$ cat config.mk
export PLATFORM = sky130hd
export DESIGN_NAME = wb_addr_gen
export DESIGN_NICKNAME = d
export VERILOG_FILES = /design/src/rtl/wb_addr_gen.sv
export SDC_FILE = /design/constraint.sdc
export NUM_CORES = 1
export LEC_CHECK = 0
export BUFFER_PORTS_ARGS = -buffer_cell sky130_fd_sc_hd__buf_2
export CORE_AREA = 4 4 209 211
export CTS_BUF_LIST = sky130_fd_sc_hd__clkbuf_4
export DETAILED_ROUTE_END_ITERATION = 7
export DIE_AREA = 0 0 213 215
export GPL_ROUTABILITY_DRIVEN = 0
export GPL_TIMING_DRIVEN = 0
export PLACE_DENSITY = 0.49
export SYNTH_ARGS = -nofsm -noshare
export SYNTH_HDL_FRONTEND = slang
export SYNTH_SLANG_ARGS = --single-unit
$ cat constraint.sdc
create_clock -name clk -period 2.6 [get_ports clk]
set_input_delay 0.13 -clock clk [delete_from_list [all_inputs] [get_ports clk]]
set_output_delay 0.13 -clock clk [all_outputs]
set_load 0.02 [all_outputs]
$ cat src/rtl/wb_addr_gen.sv
// Write-back address generator: after a start pulse waits out the array latency, then
// emits registered SRAM write enable/address/data for two column groups, group 1 skewed.
module wb_addr_gen #(
    parameter int ARRAY_LAT  = 16,
    parameter int NUM_WORDS  = 99,
    parameter int GROUP_SKEW = 4,
    parameter int ADDR_W     = 10,
    parameter int DW         = 32,
    parameter int IDLE_ADDR  = 127
) (
    input  logic              clk,
    input  logic              srstn,
    input  logic              start,
    input  logic [4*DW-1:0]   result_g0,
    input  logic [4*DW-1:0]   result_g1,
    output logic              sram_wen_a0,
    output logic [ADDR_W-1:0] sram_waddr_a0,
    output logic [4*DW-1:0]   sram_wdata_a0,
    output logic              sram_wen_a1,
    output logic [ADDR_W-1:0] sram_waddr_a1,
    output logic [4*DW-1:0]   sram_wdata_a1,
    output logic              busy,
    output logic              done
);

    localparam int SW = 7;
    localparam int CW = (ARRAY_LAT > 1) ? $clog2(ARRAY_LAT) : 1;
    localparam logic [CW-1:0] WAIT_LOAD = CW'(ARRAY_LAT - 1);
    localparam logic [SW-1:0] S_LAST    = SW'(NUM_WORDS + GROUP_SKEW - 1);

    typedef enum logic [1:0] {IDLE, WAIT, WRITE, DONE} state_t;

    state_t          state_reg, state_next;
    logic [CW-1:0]   cnt_reg, cnt_next;
    logic [SW-1:0]   s_reg, s_next;
    logic            busy_reg, busy_next;
    logic            done_reg, done_next;

    logic [4*DW-1:0] result [2];
    assign result[0] = result_g0;
    assign result[1] = result_g1;

    always_ff @(posedge clk) begin
        if (!srstn) begin
            state_reg <= IDLE;
            cnt_reg   <= '0;
            s_reg     <= '0;
        end else begin
            state_reg <= state_next;
            cnt_reg   <= cnt_next;
            s_reg     <= s_next;
        end
    end

    // The done pulse falls in an IDLE cycle; a start coinciding with it is dropped.
    always_comb begin
        state_next = state_reg;
        cnt_next   = cnt_reg;
        s_next     = s_reg;
        case (state_reg)
            IDLE: begin
                if (start && !done_reg) begin
                    state_next = WAIT;
                    cnt_next   = WAIT_LOAD;
                end
            end
            WAIT: begin
                s_next = '0;
                if (cnt_reg == '0) state_next = WRITE;
                else               cnt_next   = cnt_reg - 1'b1;
            end
            WRITE: begin
                s_next = s_reg + 1'b1;
                if (s_reg == S_LAST) state_next = DONE;
            end
            default: state_next = IDLE;
        endcase
    end

    always_comb begin
        busy_next = (state_next != IDLE);
        done_next = (state_reg == DONE);
    end

    always_ff @(posedge clk) begin
        if (!srstn) begin
            busy_reg <= 1'b0;
            done_reg <= 1'b0;
        end else begin
            busy_reg <= busy_next;
            done_reg <= done_next;
        end
    end

    assign busy = busy_reg;
    assign done = done_reg;

    for (genvar gi = 0; gi < 2; gi++) begin : g_grp
        localparam logic [SW-1:0] OFF = SW'(gi * GROUP_SKEW);
        logic [SW-1:0]     rel;
        logic              hit;
        logic              wen_reg;
        logic [ADDR_W-1:0] addr_reg;
        logic [4*DW-1:0]   data_reg;

        // rel wraps high when s < OFF; NUM_WORDS+GROUP_SKEW <= 127 keeps that out of range.
        always_comb begin
            rel = s_reg - OFF;
            hit = (state_reg == WRITE) && (rel < SW'(NUM_WORDS));
        end

        always_ff @(posedge clk) begin
            if (!srstn) begin
                wen_reg  <= 1'b1;
                addr_reg <= ADDR_W'(IDLE_ADDR);
                data_reg <= '0;
            end else begin
                wen_reg  <= !hit;
                addr_reg <= hit ? ADDR_W'(rel) : ADDR_W'(IDLE_ADDR);
                if (hit) data_reg <= result[gi];
            end
        end
    end

    assign sram_wen_a0   = g_grp[0].wen_reg;
    assign sram_waddr_a0 = g_grp[0].addr_reg;
    assign sram_wdata_a0 = g_grp[0].data_reg;
    assign sram_wen_a1   = g_grp[1].wen_reg;
    assign sram_waddr_a1 = g_grp[1].addr_reg;
    assign sram_wdata_a1 = g_grp[1].data_reg;

endmodule

Yosys cells after proc, flatten, opt, wreduce, memory -nomap -nowiden
Index checks and enable logic that the tools add are counted.
Storage, ports and cells
  register bits: 293
  output and inout port bits: 280
  logic and storage cells: 46
Operators by class
  $add $sub $neg: 3
  order comparisons: 2
  equal/unequal tests: 6
  muxes and demuxes: 8
  reduce and logical (&&, ||, !) cells: 14
Operators by type and width (count)
  $lt 7x7->1 const B: 2
  $pmux 7 s2: 1
  $mux 4: 2
  $pmux 4 s2: 1
  $add 7x1->7 const B: 1
  $eq 7x7->1 const B: 1
  $sub 7x3->7 const B: 1
  $mux 2: 3
  $pmux 2 s3: 1
  $reduce_bool 2->1: 3
  $eq 2x2->1 const B: 2
  $logic_not 4->1: 1
  $ne 2x2->1 const B: 2
  $reduce_and 2->1: 2
  $sub 4x1->4 const B: 1
  $logic_and 1x1->1: 3
  $logic_not 1->1: 3
  $reduce_and 3->1: 1
  $eq 2x1->1 const B: 1
  $logic_not 2->1: 1

Longest topological paths before layout
Gate-level depths: netlist of run 1.
  word-level depth: 5
  gate-level depth with buffers: 8

Worst setup path before layout of run 1
Ideal clock, no wire load.
  path kind: reg2reg
  start: register s_reg[2]
  end: register g_grp[1].data_reg[107] (netlist: sram_wdata_a1[107])
  library setup time: 117 ps
  arrival time: 1813 ps
  path slack: 670 ps
  cell stages (with the launch flop): 9
  clock period less this slack: 1930 ps
  cells stage by stage: dfxtp_1 inv_1 ha_1 xnor2_2 nand4_1 a41o_1 buf_4 buf_6 a22o_1
On the way
  word-level cells in the longest chain between the ends: 3
Ends and longest elaborated chain
  start, declared: line 35  | logic [SW-1:0] s_reg, s_next;
  start signal, assigned: line 51  | s_reg <= s_next;
  $sub 7x3->7: line 108  | rel = s_reg - OFF;
  via g_grp[1].rel[2]: line 100  | logic [SW-1:0] rel;
  $lt 7x7->1: line 109  | hit = (state_reg == WRITE) && (rel < SW'(NUM_WORDS));
  $logic_and 1x1->1: line 109
  end signal, assigned: line 120  | if (hit) data_reg <= result[gi];
  end, declared: line 104  | logic [4*DW-1:0] data_reg;
The timed path passes the listed nets, and every way through them passes these cells.
A chain may end at the register's enable or synchronous reset.

Final worst setup path of run 1
  start: register s_reg[2]
  end: register g_grp[1].data_reg[58] (netlist: sram_wdata_a1[58])
The elaborated chain is that of the path after synthesis.

==> results.md, run 1 <==
- Measured along the y axis, the die boundary spans 215 um.
- After detailed routing, the average wire length per cell comes to approximately 17 um.
- Leaving out fill and tap cells, the most frequent cell in the layout is sky130_fd_sc_hd__buf_2.
- The finished layout holds 2201 standard cells, fillers aside.
- The smallest clock period supported by the final layout is computed as around 2.4 ns.
- The register bit total from synthesis is between 200 and 300.
- The number of I/O pins is 539.
- The first-pass GRT wire length is 56310 um.
- The clock-pin transition on the worst setup and hold timing paths is 0.06 ns.
- The fmax is 0.4127 GHz.
- The number of global-route vias before repair was 10.32k.
- The CTS tree is built.
- After synthesis, flip-flops and latches occupy between 60% and 70% of the total area.
- The root buffer cell chosen for the clock tree is sky130_fd_sc_hd__clkbuf_4.
- The class of the worst hold path is input port to register.
- Across the run, the number of max-cap violations was 0.
- The leading register cell type out of synthesis is sky130_fd_sc_hd__dfxtp_1.
- For this run, the number of Yosys warnings is 0.
- In the final layout, the share of cells above drive strength 1 is 44.02%.
- Row generation in the floorplan step produced 75 rows.
- The number of pins with negative max-slew slack in the final report is 0.
- VDD sags by at most around 400 uV.
- After synthesis the cells add up to 0.009170 mm2.
- The final worst clock skew is 0.03394 ns.
- Hold timing on the final database bottoms out at a slack of around 0.14 ns.
- The number of detailed-routing iterations run before antenna repair is 4.
- The HPWL after detailed placement is between 20000 and 30000 um.
- The number of antenna violations at the first check in global routing is 3.
- The remaining routing DRC violations is 0.
- In this run, synthesis inferred 0 flip-flops with an integrated enable.
- Once the floorplan was initialized, standard cells occupied a little over a fifth of the core.
- The final count of hold timing violations is 0.
- The library cells used most frequently in the layout, excluding fill and tap cells, are sky130_fd_sc_hd__buf_2 (555), sky130_fd_sc_hd__dfxtp_1 (287), sky130_fd_sc_hd__dlygate4sd3_1 (258), sky130_fd_sc_hd__a22o_1 (256), sky130_fd_sc_hd__clkbuf_4 (119).
- The tree built by TritonCTS fans out to 287 sinks.
- The top cell type by total area after synthesis is sky130_fd_sc_hd__dfxtp_1.
- The flow ran to the end, and the final reports show no timing, DRC or antenna violations.
- The H-tree depth reported by CTS is 3.
- STA classifies the critical path startpoint as a register.
- The floorplan step defined a die boundary enclosing 0.04580 mm2.
- The overflow left after global routing is 0.
- The horizontal die dimension is 213 um.
- For this design the static power due to leakage is 7.915 nW.
- The type of the worst setup path is register to register.
- At the later pin of the worst-skew pair, clock insertion delay measures 0.75 ns.
- The final layout contains routed wiring with a total length of between 30000 and 40000 um.
- Power spread over the standard cell area amounts to slightly below 700 mW/mm2.
- The number of vias in the routed layout is 9501.
- The number of violations reported at the end of detailed-routing iteration 0 is 398.
- The pin count of the biggest net entering global routing is 13.
- The total of buffers placed on input and output ports is ~530.
- The largest fanout on the critical path is 10.
- The netlist uses 48 different library cells.
- In this run the biggest area consumer among cell types represents a little over three fifths of the synthesized area.
- After detailed routing, the number of vias per cell comes to between 4 and 5.
- The endpoint type of the worst setup path is a register.
- The gate count after technology mapping is 719.
- The number of buffers added by the clock tree synthesis step is 81.
- The number of placed cells counting well taps is 1795.
- After synthesis, the cell types taking the most area are sky130_fd_sc_hd__dfxtp_1 (63%), sky130_fd_sc_hd__a22o_1 (24%), sky130_fd_sc_hd__buf_6 (1.7%).
- The final worst-path cycle share is about 93%.
- At the pin with the least slew margin, the transition time is 0.6379 ns.
- The worst pin sits at a relative slew slack of between 50 and 60%.
- The average instance in the mapped netlist occupies 12.75 um2.
- Across every metal layer, demand over resource in global routing totals 15.47%.
- The layout overhead on the synthesized area is 76.16%.
- Counting flops with an async set or reset pin after synthesis yields a share of 0%.
- The setup TNS is 0 ns.
- Setup violations remaining at the end of the flow were counted as 0.
- The remaining number of nets flagged by the antenna check after routing is 0.
- The maximum root-to-sink buffer count is 3.
- For the worst setup path, the data arrival time is 3.09 ns.
- The required arrival time at the worst endpoint is 3.27 ns.
- The floorplan step defined a core boundary enclosing 0.04176 mm2.
- The final layout contains 1867 nets.
- Setup repair after global routing left no endpoint under its margin.
[repair_timing]
item,4_1_cts,5_1_grt
hold buffers,258,0
gates resized for setup,0,9
setup buffers,0,0
setup endpoints to repair,0,20
endpoints found under the hold margin,269,0
[routing by layer]
metal / wire length [um] / up-vias / part of all wire [%] / GRT usage, %
met5: 0 / - / 0 / 0
met4: 1613 / 0 / 4.3 / 7.795
met3: 3425 / 99 / 9.2 / 6.271
met2: 17660 / 437 / 47 / 26.45
met1: 14500 / 4453 / 39 / 16.34
li1: - / 4512 / - / -
[synth_stat cells, types with 2 or more instances]
cell	n
sky130_fd_sc_hd__dfxtp_1	287
sky130_fd_sc_hd__a22o_1	256
sky130_fd_sc_hd__buf_2	23
sky130_fd_sc_hd__nand2_1	21
sky130_fd_sc_hd__buf_4	15
sky130_fd_sc_hd__buf_6	14
sky130_fd_sc_hd__clkbuf_1	13
sky130_fd_sc_hd__inv_1	13
sky130_fd_sc_hd__ha_1	11
sky130_fd_sc_hd__nor2_1	8
sky130_fd_sc_hd__a21oi_1	4
sky130_fd_sc_hd__or2_2	4
sky130_fd_sc_hd__nand3_1	3
sky130_fd_sc_hd__nor2b_1	3
sky130_fd_sc_hd__o21ai_0	3
sky130_fd_sc_hd__xnor2_1	3
sky130_fd_sc_hd__and2_1	2
sky130_fd_sc_hd__nand2b_1	2
sky130_fd_sc_hd__nand4_1	2
sky130_fd_sc_hd__nand4b_1	2
sky130_fd_sc_hd__o211a_1	2
sky130_fd_sc_hd__xor2_2	2
[through the flow]
| stage | power, W | setup slack, ns | instance area, um2 | utilization, % |
|---|---|---|---|---|
| CTS | 0.01141 | 0.1138 | 16130 | 38.64 |
| detailed placement | 0.006862 | 0.09657 | 12530 | 30.00 |
| floorplan | 0.006077 | 0.6699 | 9189 | - |
| finish | 0.01121 | 0.1771 | 16150 | 38.68 |
| global route | 0.01188 | 0.01322 | 16150 | 38.68 |
| global placement | 0.006857 | 0.1126 | 12530 | 30.00 |
[final timing paths]
kind / start / end / slack (ns) / depth (start not counted)
min reg2reg: sram_wdata_a1[56]$_SDFFE_PN0P_ / sram_wdata_a1[56]$_SDFFE_PN0P_ / 0.47 / 1
max reg2reg: s_reg[2]$_SDFFE_PN0P_ / sram_wdata_a1[58]$_SDFFE_PN0P_ / 0.18 / 7
max: s_reg[2]$_SDFFE_PN0P_ / sram_wdata_a1[58]$_SDFFE_PN0P_ / 0.18 / 7
min: result_g1[84] / sram_wdata_a1[84]$_SDFFE_PN0P_ / 0.14 / 3
[logic make-up (layout without fill, tap and decap cells)]
logic type,after synthesis,after routing,share of synthesized area [%]
xor gates and xnor gates,7,7,0.9143
DFF,287,287,62.66
other,1,12,0.04089
and+or+nand+nor,55,55,3.193
buffers and inverters,79,1011,5.308
AOI/OAI and AO/OA,279,279,26.39
adders and majority gates,11,11,1.501
[report_power, final]
group,internal [W],switching [W]
combinational,0.000976,0.00122
sequential,0.00472,0.000179
clock,0.00220,0.00192
total,0.00790,0.00331
[final cells by class]
cell class	count	area, um2
fill	4049	25600
sequential	287	5746
timing repair buffer	790	5245
multi-input combinational	358	2957
clock buffer	119	893.4
tap	539	674.4
buffer	65	439.2
clock inverter	23	132.6
inverter	14	52.55
antenna	6	15.01
[worst max-delay path, stage by stage (launching register included)]
cell and delay (ns):
sky130_fd_sc_hd__dfxtp_1 0.46, sky130_fd_sc_hd__inv_1 0.16, sky130_fd_sc_hd__ha_1 0.28, sky130_fd_sc_hd__xnor2_2 0.15, sky130_fd_sc_hd__nand4_1 0.19, sky130_fd_sc_hd__a31oi_4 0.45
sky130_fd_sc_hd__buf_1 0.43, sky130_fd_sc_hd__a22o_1 0.24
No activity file was read; power rests on OpenSTA's default activity.
==> inputs of run 2 (changes only) <==
- BUFFER_PORTS_ARGS: -buffer_cell sky130_fd_sc_hd__buf_2 -> default
- CORE_AREA: 4 4 209 211 -> 4 4 207 209
- DIE_AREA: 0 0 213 215 -> 0 0 211 213
- DONT_BUFFER_PORTS: default -> 1
- PLACE_DENSITY: 0.49 -> 0.38
==> results.md, run 2 <==
- The count of hold-fix buffers inserted at cts is 280.
- The initial utilization of the core area, before any placement, comes to 22.46%.
- The top cell type by total area after synthesis is sky130_fd_sc_hd__dfxtp_1.
- The share of Yosys cell area claimed by the top area cell type is 62.66%.
- The leading cell type by number of instances after synthesis is sky130_fd_sc_hd__dfxtp_1.
- The post-placement cell area is 0.009854 mm2.
- The total of warnings raised by yosys is 0.
- In this run the horizontal extent of the chip is 211 um.
- CTS placed an instance of sky130_fd_sc_hd__clkbuf_4 at the clock tree root.
- The proportion of register bits with asynchronous set or reset after synthesis is 0%.
- The post-cts resize count is 0.
- The run stopped with a tool error.
- By area the synthesized netlist is led by sky130_fd_sc_hd__dfxtp_1 (63%), sky130_fd_sc_hd__a22o_1 (24%), sky130_fd_sc_hd__buf_6 (1.7%).
- The count of distinct cell types in the synthesized netlist is 48.
- After clock tree synthesis, the setup repair step added 0 buffers.
- The H-tree was split into 3 levels.
- The post-synthesis instance area is between 0.009 and 0.01 mm2.
- Detailed placement finished with a half-perimeter wire length of 24780 um.
- The gate count after technology mapping is 719.
- From bottom edge to top edge, the die measures 213 um.
- The maximum root-to-sink buffer count is 3.
- The number of enable-type register cells in the synthesized netlist is 0.
- The number of buffers added by the clock tree synthesis step is a little over 80.
- The average cell area after synthesis is 12.75 um2.
- Including well taps, the total number of placed cells is 1256.
- Sequential cells were found to cover 62.66% of the synthesized design area.
- In the synthesized netlist the dominant register cell turns out to be sky130_fd_sc_hd__dfxtp_1.
- In this run the tool buffered the top-level ports with 0 buffer cells.
- Pin placement for this block handled approximately 540 I/O pins.
- The floorplan row count is 74.
- In this run, synthesis produced a sequential element count of 287.
- The number of sinks handled by clock tree synthesis is ~290.
- The stage at which the flow ended is 4_1_cts.
- Ranked by instance count, the synthesized netlist is headed by sky130_fd_sc_hd__dfxtp_1 (287), sky130_fd_sc_hd__a22o_1 (256), sky130_fd_sc_hd__buf_2 (23).
- The first error in the log reads "[ERROR RSZ-0060] Max buffer count reached".
[run 2: cell counts after synthesis]
Identical to the previous run, type by type.
[run 2: cells by family after synthesis]
family / Yosys count / synth area share [%]
simple gates: 55 / 3.193
other cells: 1 / 0.04089
compound gates: 279 / 26.39
fa+ha+maj: 11 / 1.501
xor+xnor: 7 / 0.9143
flops: 287 / 62.66
buf+inv: 79 / 5.308
[run 2: stage by stage]
step,utilization (%),setup WS [ns]
after floorplan,-,0.6699
after global placement,24.13,0.1475
after detailed placement,24.13,0.06581
==> inputs of run 3 (changes only) <==
- CORE_AREA: 4 4 207 209 -> 4 4 209 211
- CTS_BUF_LIST: sky130_fd_sc_hd__clkbuf_4 -> default
- DIE_AREA: 0 0 211 213 -> 0 0 213 215
- PLACE_DENSITY: 0.38 -> default
- PLACE_DENSITY_LB_ADDON: default -> 0.15
==> results.md, run 3 (same netlist as run 1, synthesis figures left out) <==
- Counting both buffers and inverters, the worst setup path holds a total of 3.
- The number of antenna violations at the first check in global routing is 4.
- Leaving out filler cells and counting taps, the final layout contains about 1.6k.
- The initialized floorplan defines 75 standard-cell rows.
- On the worst path, the slowest cell contributes a delay of roughly 0.48 ns.
- In this run the clock root is driven by a sky130_fd_sc_hd__clkbuf_16.
- Walking the worst path, the cells encountered are inv_1 > ha_1 > xnor2_2 > nand4_1 > a31oi_4 > buf_6 > buf_6 > a22o_1.
- STA classifies the critical path endpoint as a register.
- The final non-filler cell area is 0.01348 mm2.
- Headroom to the max-slew limit came out at 58.42%.
- After detailed placement, the total cell area comes to 0.009863 mm2.
- VDD sags by at most 450.6 uV.
- The worst-path cell with the longest stage delay is sky130_fd_sc_hd__dfxtp_1.
- Clock tree synthesis inserted a total of 31 buffers.
- The effective utilization at floorplan is about 22%.
- In this run, placement finished with an instance count of 1263.
- The die height is 215 um.
- In the finished design, the share of the clock period the worst path needs comes to 89.41%.
- The layout has slightly above 4k filler cells.
- The library cell used most frequently in the layout, excluding fill and tap cells, is sky130_fd_sc_hd__dfxtp_1.
- The number of pins with negative max-slew slack in the final report is 0.
- The final setup violation count is 0.
- The number of violations reported at the end of detailed-routing iteration 0 is about 350.
- Port buffering added 0 buffers.
- The final count of hold timing violations is 0.
- The number of cells on the worst reg-to-reg path is 8.
- In the final routed layout, each cell accounts on average for around 22 um.
- The flow ran to the end, and the final reports show no timing, DRC or antenna violations.
- The layout overhead on the synthesized area is 47.00%.
- The insertion delay to the later sink of the worst-skew pair is 0.57 ns.
- The number of sinks handled by clock tree synthesis is 287.
- The number of detailed-routing iterations run before antenna repair is 4.
- The element type at the critical path start is a register.
- In the layout the commonest cells are sky130_fd_sc_hd__dfxtp_1 (287), sky130_fd_sc_hd__dlygate4sd3_1 (257), sky130_fd_sc_hd__a22o_1 (256), sky130_fd_sc_hd__clkbuf_16 (31), sky130_fd_sc_hd__buf_2 (23).
- The CTS tree is built.
- After detailed routing, the number of vias per cell comes to 4.567.
- Setup repair after global routing left no endpoint under its margin.
- Dividing total power by cell area gives a power density of a little over 800 mW/mm2.
- The total number of nets in the final design is 1284.
- In this design, the largest share of critical-path delay is due to compound AO/OA/AOI/OAI gates.
- The total area inside the core boundary comes to 0.04176 mm2.
- The fmax is 0.4302 GHz.
- At the placement stage, the worst setup path has a slack of a little over 0.04 ns.
- In this run the remaining antenna-violating nets after routing total 0.
- The time the worst path needs with I/O delays and setup is 2.325 ns.
- Setup total negative slack on the finished layout was measured at 0 ns.
- The H-tree depth reported by CTS is 1.
- The number of global-route vias before repair was 7717.
- The horizontal die dimension is roughly 210 um.
- The remaining routing DRC violations is 0.
- For the worst setup path, the data required time is 3.11 ns.
- The type of the worst setup path is register to register.
- The worst hold path passes through 3 cells.
- The HPWL after detailed placement is 24910 um.
- The class of the worst hold path is input port to register.
- Max-cap violations in this run came to 0.
- Along the worst path, the maximum fanout reaches 10.
- The number of vias in the routed layout is 7206.
- The clock passes through at most 3 buffers.
- The clock-pin transition on the worst setup and hold timing paths is 0.07 ns.
- Wires add up to 34960 um.
- Final hold analysis gives a worst-case slack of 0.1313 ns.
- 539 I/O pins were placed.
- The total overflow left after global routing is 0.
- Counting buffers and inverters, the worst setup path is 8 cells deep.
- The pin count of the biggest net entering global routing is 16.
- At the worst endpoint, the arrival time is 2.83 ns.
- The first global-routing pass estimated ~50000 um of wire.
- The cell repeated most along the worst path is sky130_fd_sc_hd__buf_6.
- Clock skew on the completed layout was measured at 0.01189 ns.
- For the pin with the worst max-slew slack, the measured transition is 0.6172 ns.
- In the global route stage, overall resource usage came out at 13.91%.
- The die covers around 0.046 mm2.
- Cells with a size suffix above 1 make up 11.50% of the layout.
- The worst setup margin is 0.2752 ns.
- The leakage power figure is 5.332 nW.
-- run 3: final timing paths --
kind                                             from                              to  slack, ns
worst max-delay path            s_reg[2]$_SDFFE_PN0P_  sram_wdata_a1[87]$_SDFFE_PN0P_       0.28
worst min-delay path                            srstn   sram_wdata_a1[0]$_SDFFE_PN0P_       0.13
worst max register to register  s_reg[2]$_SDFFE_PN0P_  sram_wdata_a1[87]$_SDFFE_PN0P_       0.28
worst min register to register  s_reg[2]$_SDFFE_PN0P_     sram_waddr_a1[2]$_SDFF_PN1_       0.50
-- run 3: per-stage QoR --
step	total power, W	util, %
final	0.01116	32.28
after global routing	0.01165	32.28
after detailed placement	0.006453	23.62
after CTS	0.01131	32.24
after global placement	0.006470	23.62
after floorplan	0.006077	-
-- run 3: final cells by class --
class                   count  area, um2  area share [%]
well taps                 539      674.4           5.003
clock inverters            12      150.1           1.114
clock buffers              42      877.1           6.506
inverters                  14      52.55          0.3898
multi-input cells         358       2957           21.93
diodes                      4      10.01         0.07425
plain buffers              65      441.7           3.276
repair buffers            257       2572           19.08
flip-flops and latches    287       5746           42.62
-- run 3: metal layers --
| layer | vias to the layer above | global-route usage (%) | wire (um) |
|---|---|---|---|
| li1 | 3312 | - | - |
| met1 | 3455 | 15.51 | 13240 |
| met2 | 378 | 24.49 | 17180 |
| met3 | 61 | 5.133 | 3650 |
| met4 | 0 | 4.423 | 882 |
| met5 | - | 0 | 0 |
-- run 3: worst register-to-register path: stages, from the launching register on --
cell and delay [ns]:
sky130_fd_sc_hd__dfxtp_1 0.48, sky130_fd_sc_hd__inv_1 0.14, sky130_fd_sc_hd__ha_1 0.27, sky130_fd_sc_hd__xnor2_2 0.16
sky130_fd_sc_hd__nand4_1 0.19, sky130_fd_sc_hd__a31oi_4 0.45, sky130_fd_sc_hd__buf_6 0.23, sky130_fd_sc_hd__buf_6 0.16
sky130_fd_sc_hd__a22o_1 0.16
-- run 3: timing repair --
action,in CTS,in global routing
endpoints found under the hold margin,265,0
gates resized for setup,1,10
endpoints found under the setup margin,8,42
hold buffers,257,0
setup buffers,0,0
-- run 3: report_power, final --
| group | leakage, nW | total [W] | switching (W) | internal [W] |
|---|---|---|---|---|
| clock | 0.510 | 0.00446 | 0.00181 | 0.00264 |
| combinational | 2.51 | 0.00133 | 0.000671 | 0.000663 |
| sequential | 2.32 | 0.00536 | 0.000637 | 0.00473 |
